[config.mk]
export PLATFORM = sky130hd
export DESIGN_NAME = heart_tracker_2p
export DESIGN_NICKNAME = d
export VERILOG_FILES = /design/src/rtl/heart_tracker_2p.sv
export SDC_FILE = /design/constraint.sdc
export NUM_CORES = 1
export LEC_CHECK = 0
export CAP_MARGIN = 20
export CORE_MARGIN = 2
export CORE_UTILIZATION = 45
export CTS_BUF_LIST = sky130_fd_sc_hd__clkbuf_8 sky130_fd_sc_hd__clkbuf_16
export DETAILED_ROUTE_END_ITERATION = 7
export GPL_ROUTABILITY_DRIVEN = 0
export PLACE_DENSITY = 0.67
export SYNTH_ARGS = -nofsm -noshare
export SYNTH_HDL_FRONTEND = slang
export SYNTH_SLANG_ARGS = --single-unit
[constraint.sdc]
create_clock -name Clk -period 6.1 [get_ports Clk]
set_clock_uncertainty 0.05 [all_clocks]
set_input_delay 0.61 -clock Clk [delete_from_list [all_inputs] [get_ports Clk]]
set_output_delay 0.61 -clock Clk [all_outputs]
set_load 0.01 [all_outputs]
[src/rtl/heart_tracker_2p.sv]
// heart_tracker_2p: two-player heart counts with hit/heal, post-hit invulnerability, game-over and winner.
module heart_tracker_2p #(
  parameter int MAX_HEARTS    = 5,
  parameter int START_HEARTS  = 5,
  parameter int INVULN_FRAMES = 60
) (
  input  logic       Clk,
  input  logic       Reset,
  input  logic       frame_tick,
  input  logic       game_start,
  input  logic       hit_p1,
  input  logic       hit_p2,
  input  logic       heal_p1,
  input  logic       heal_p2,
  output logic [5:0] remaining_hearts,
  output logic [5:0] remaining_hearts_en,
  output logic       heart_enable,
  output logic       p1_invuln,
  output logic       p2_invuln,
  output logic       game_over,
  output logic [1:0] winner
);
  localparam int IW = INVULN_FRAMES > 0 ? $clog2(INVULN_FRAMES + 1) : 1;
  localparam logic [IW-1:0] INV_LOAD = IW'(INVULN_FRAMES);
  localparam logic [5:0] MAXH = 6'(MAX_HEARTS);
  localparam logic [5:0] STARTH = 6'(START_HEARTS);
  typedef enum logic [1:0] {IDLE, PLAY, OVER} state_t;
  state_t state_q, state_d;
  logic [5:0] c1_q, c1_d, c2_q, c2_d;
  logic [IW-1:0] i1_q, i1_d, i2_q, i2_d;
  logic [1:0] win_q, win_d;
  // An effective hit takes priority; a heal only lands when no hit landed.
  function automatic logic [5:0] cnt_nxt(input logic [5:0] c, input logic [IW-1:0] i, input logic hit, input logic heal);
    return (hit && i == '0 && c != 6'd0) ? c - 6'd1 :
           (heal && c != 6'd0 && c < MAXH) ? c + 6'd1 : c;
  endfunction
  function automatic logic [IW-1:0] inv_nxt(input logic [5:0] c, input logic [IW-1:0] i, input logic hit, input logic tick);
    return (hit && i == '0 && c != 6'd0) ? INV_LOAD :
           (tick && i != '0) ? i - 1'b1 : i;
  endfunction
  always_comb begin
    state_d = state_q;
    c1_d = c1_q;
    c2_d = c2_q;
    i1_d = i1_q;
    i2_d = i2_q;
    win_d = win_q;
    if (game_start) begin
      state_d = PLAY;
      c1_d = STARTH;
      c2_d = STARTH;
      i1_d = '0;
      i2_d = '0;
      win_d = 2'b00;
    end else if (state_q == PLAY) begin
      c1_d = cnt_nxt(c1_q, i1_q, hit_p1, heal_p1);
      c2_d = cnt_nxt(c2_q, i2_q, hit_p2, heal_p2);
      i1_d = inv_nxt(c1_q, i1_q, hit_p1, frame_tick);
      i2_d = inv_nxt(c2_q, i2_q, hit_p2, frame_tick);
      if (c1_q == 6'd0 || c2_q == 6'd0) begin
        state_d = OVER;
        win_d = {c1_q == 6'd0, c2_q == 6'd0};
      end
    end else if (state_q == OVER) begin
      i1_d = inv_nxt(c1_q, i1_q, 1'b0, frame_tick);
      i2_d = inv_nxt(c2_q, i2_q, 1'b0, frame_tick);
    end
  end
  always_ff @(posedge Clk or posedge Reset) begin
    if (Reset) begin
      state_q <= IDLE;
      c1_q <= '0;
      c2_q <= '0;
      i1_q <= '0;
      i2_q <= '0;
      win_q <= '0;
    end else begin
      state_q <= state_d;
      c1_q <= c1_d;
      c2_q <= c2_d;
      i1_q <= i1_d;
      i2_q <= i2_d;
      win_q <= win_d;
    end
  end
  assign remaining_hearts    = c1_q;
  assign remaining_hearts_en = c2_q;
  assign heart_enable        = state_q != IDLE;
  assign game_over           = state_q == OVER;
  assign p1_invuln           = i1_q != '0;
  assign p2_invuln           = i2_q != '0;
  assign winner              = win_q;
endmodule

==> key figures <==
Run status
  • Status: finished, final reports clean

Yosys
  • Synth Register Bits: 28
  • Yosys cell types: 56
  • Cells after synthesis: 221
  • Synthesized area: 2010 sq um
  • EDFF count, synth: 0
  • Post-synth ARST share: 100%
  • Seq/Total Area, Yosys: 34.8%
  • Syn_nets: 239
  • Synth warn: 0
  • Synth Flop Type: dfrtp_1
  • Mean Syn Cell Area: 9.10 sq um

Power
  • Power density over the cells: between 500 and 600 nW/um^2
  • Leakage Power: 0.000946 uW
  • Worst VDD drop: 0.339 mV

Worst setup path
  • Crit-path max FO: 8
  • Crit path launch type: register
  • CP Capture Type: register
  • Critical Path AT: 3.04 ns
  • CP required: 6.22 ns
  • Crit path kind: register to register

CTS
  • Clock slew at reported path FFs: 0.10 ns
  • Buffers from clock root to sink, at most: 2
  • Cts hold-fix bufs: 0
  • TritonCTS clock tree: done
  • Post-CTS Setup Inserts: 0
  • Clock latency on the worst-skew pair: 0.28 ns
  • Resize count post-CTS: 0
  • Num CTS Buffers: 3
  • Clock sinks: 28
  • Root Buffer: clkbuf_8
  • H-tree depth: 1

Flow run
  • Maxcap violations: 0

GRT
  • First-pass GRT wire length: 7780 microns
  • Largest net degree at the start of global routing: 29
  • Total gr overflow: 0
  • Vias in the first global route: between 1500 and 2000
  • GR Util All Layers: 18.7%
  • Initial antenna violation count: 0

Routing
  • Vias: 1711
  • Antenna Nets Post-Route: 0
  • Final wirelength: 4390 microns
  • WL/cell: 14.9 microns
  • DRC Markers: 0
  • 1st-iter DRT viols: around 140
  • First-pass DRT Iterations: 4
  • Via-to-Cell Ratio: just under 6

Floorplan
  • Initial Utilization: 46.5%
  • Die height: 70.8 microns
  • Row count: 24
  • IO Count: 26
  • Die ar.: 5020 sq um
  • Die width: 70.8 microns
  • Core Box Area: 4320 sq um

Timing
  • Worst-Margin Slew: roughly 0.64 ns
  • RSZ-0062 raised after global routing: false
  • Maximum clock frequency: 343 MHz
  • Final setup fails: 0
  • Slew margin rel.: 56.9%
  • Final Hold Vio Count: 0
  • Slew Viols, Final: 0
  • Setup_tns: 0 ns
  • Post-route clock period utilization: between 40 and 50%
  • Tmin final: 2.92 ns

Final layout
  • Commonest cells after routing, fill and taps aside: dfrtp_1 (28), nor2_1 (25), clkdlybuf4s50_1 (25)
  • Antenna Cells: 0
  • Layout net count: about 260
  • Fill cells: between 400 and 500
  • Area of the multi-input gates: about 1200 sq um
  • Seq. cell area: between 700 and 800 sq um
  • Finished Core Util: 53.7%
  • Area Overhead vs Synth: 15.4%
  • Commonest non-fill, non-tap cell in the layout: dfrtp_1
  • Share of layout cells above drive strength 1: 7.41%

Placed design
  • PortBufs: 25
  • DP Wirelength: 3190 microns

Worst hold path
  • Worst min path class: register to register
## critical path: stages, from the launching register on
cell and delay [ns]:
dfrtp_1 0.44, or3_1 0.45, nor4_4 0.43, nor2_1 0.15
ha_1 0.38, o21a_1 0.12, nor2_1 0.04, a31oi_1 0.20
mux2i_1 0.22, mux2_1 0.33
## per-stage QoR
| stage | power (uW) | cells | hold slack (ns) | area [sq um] | setup slack [ns] |
|---|---|---|---|---|---|
| 2_1_floorplan | 984 | 221 | 0.431 | 2010 | 3.41 |
| 3_3_place_gp | 1160 | 290 | 0.445 | 2220 | 3.12 |
| 3_5_place_dp | 1170 | 291 | 0.440 | 2250 | 3.01 |
| 4_1_cts | 1330 | 295 | 0.465 | 2320 | 3.17 |
| 5_1_grt | 1460 | 295 | 0.500 | 2320 | 2.99 |
| 6_report | 1330 | 295 | 0.463 | 2320 | 3.18 |
## cell usage after synthesis, types with 2 or more instances
cell	n	area, sq um
buf_6	3	33.8
nand4b_1	2	17.5
or2_2	2	12.5
a311oi_1	2	17.5
nand3_1	5	25.0
xor2_1	4	35.0
nor3_1	13	65.1
o21a_1	3	22.5
xnor2_1	6	52.6
inv_1	9	33.8
nor4_1	3	18.8
and2_1	2	12.5
a31oi_1	3	18.8
a21oi_1	16	80.1
o21ai_0	10	50.1
ha_1	10	125
nor2b_1	3	18.8
nor2_1	25	93.8
and3_1	3	18.8
dfrtp_1	28	701
mux2i_1	7	70.1
o31ai_1	6	45.0
nand2_1	20	75.1
a211oi_1	3	22.5
clkbuf_8	2	27.5
## flip-flops by register name, summed over array words and instances, names as in the netlist
name / count
i1_q: 6
i2_q: 6
remaining_hearts: 6
remaining_hearts_en: 6
state_q: 2
winner: 2
## area by class of cell
class	count	area share [%]
clock buffer	3	1.78
clock inverter	1	1.29
inverter	9	1.46
multi-input combinational	175	50.2
sequential	28	30.2
tap	52	2.80
timing repair buffer	27	12.3
## worst paths after layout
path / startpoint / cells past startpoint / end / slack (ns)
min reg2reg: winner[1]$_DFFE_PP0P_ / 2 / winner[1]$_DFFE_PP0P_ / 0.46
max: remaining_hearts_en[3]$_DFFE_PP0P_ / 9 / remaining_hearts_en[5]$_DFFE_PP0P_ / 3.18
min: winner[1]$_DFFE_PP0P_ / 2 / winner[1]$_DFFE_PP0P_ / 0.46
max reg2reg: remaining_hearts_en[3]$_DFFE_PP0P_ / 9 / remaining_hearts_en[5]$_DFFE_PP0P_ / 3.18
max in group asynchronous: Reset / 3 / remaining_hearts[2]$_DFFE_PP0P_ / 4.95
min in group asynchronous: Reset / 2 / i2_q[2]$_DFFE_PP0P_ / 0.59
## metal layers
layer / routed length (microns) / global-route usage, % / up-vias
met1: 2140 / 27.2 / 810
met5: 0 / 0 / -
met3: 185 / 3.42 / 4
li1: - / - / 852
met2: 2040 / 29.8 / 45
met4: 27 / 2.94 / 0
## report_power, final
part	leakage (uW)	switching, uW	internal (uW)
Clock	0.0000357	62.9	88.0
Combinational	0.000551	427	397
Sequential	0.000359	102	252
## logic make-up after synthesis
kind of cell,share of synthesized area (%)
multiplexers,4.60
flip-flops,34.8
AND/OR/NAND/NOR,22.5
adder cells (fa/ha/maj),6.22
AO/OA/AOI/OAI,20.3
XOR/XNOR,4.36
buffers and inverters,7.22
Power figures use the tool's default switching activity.
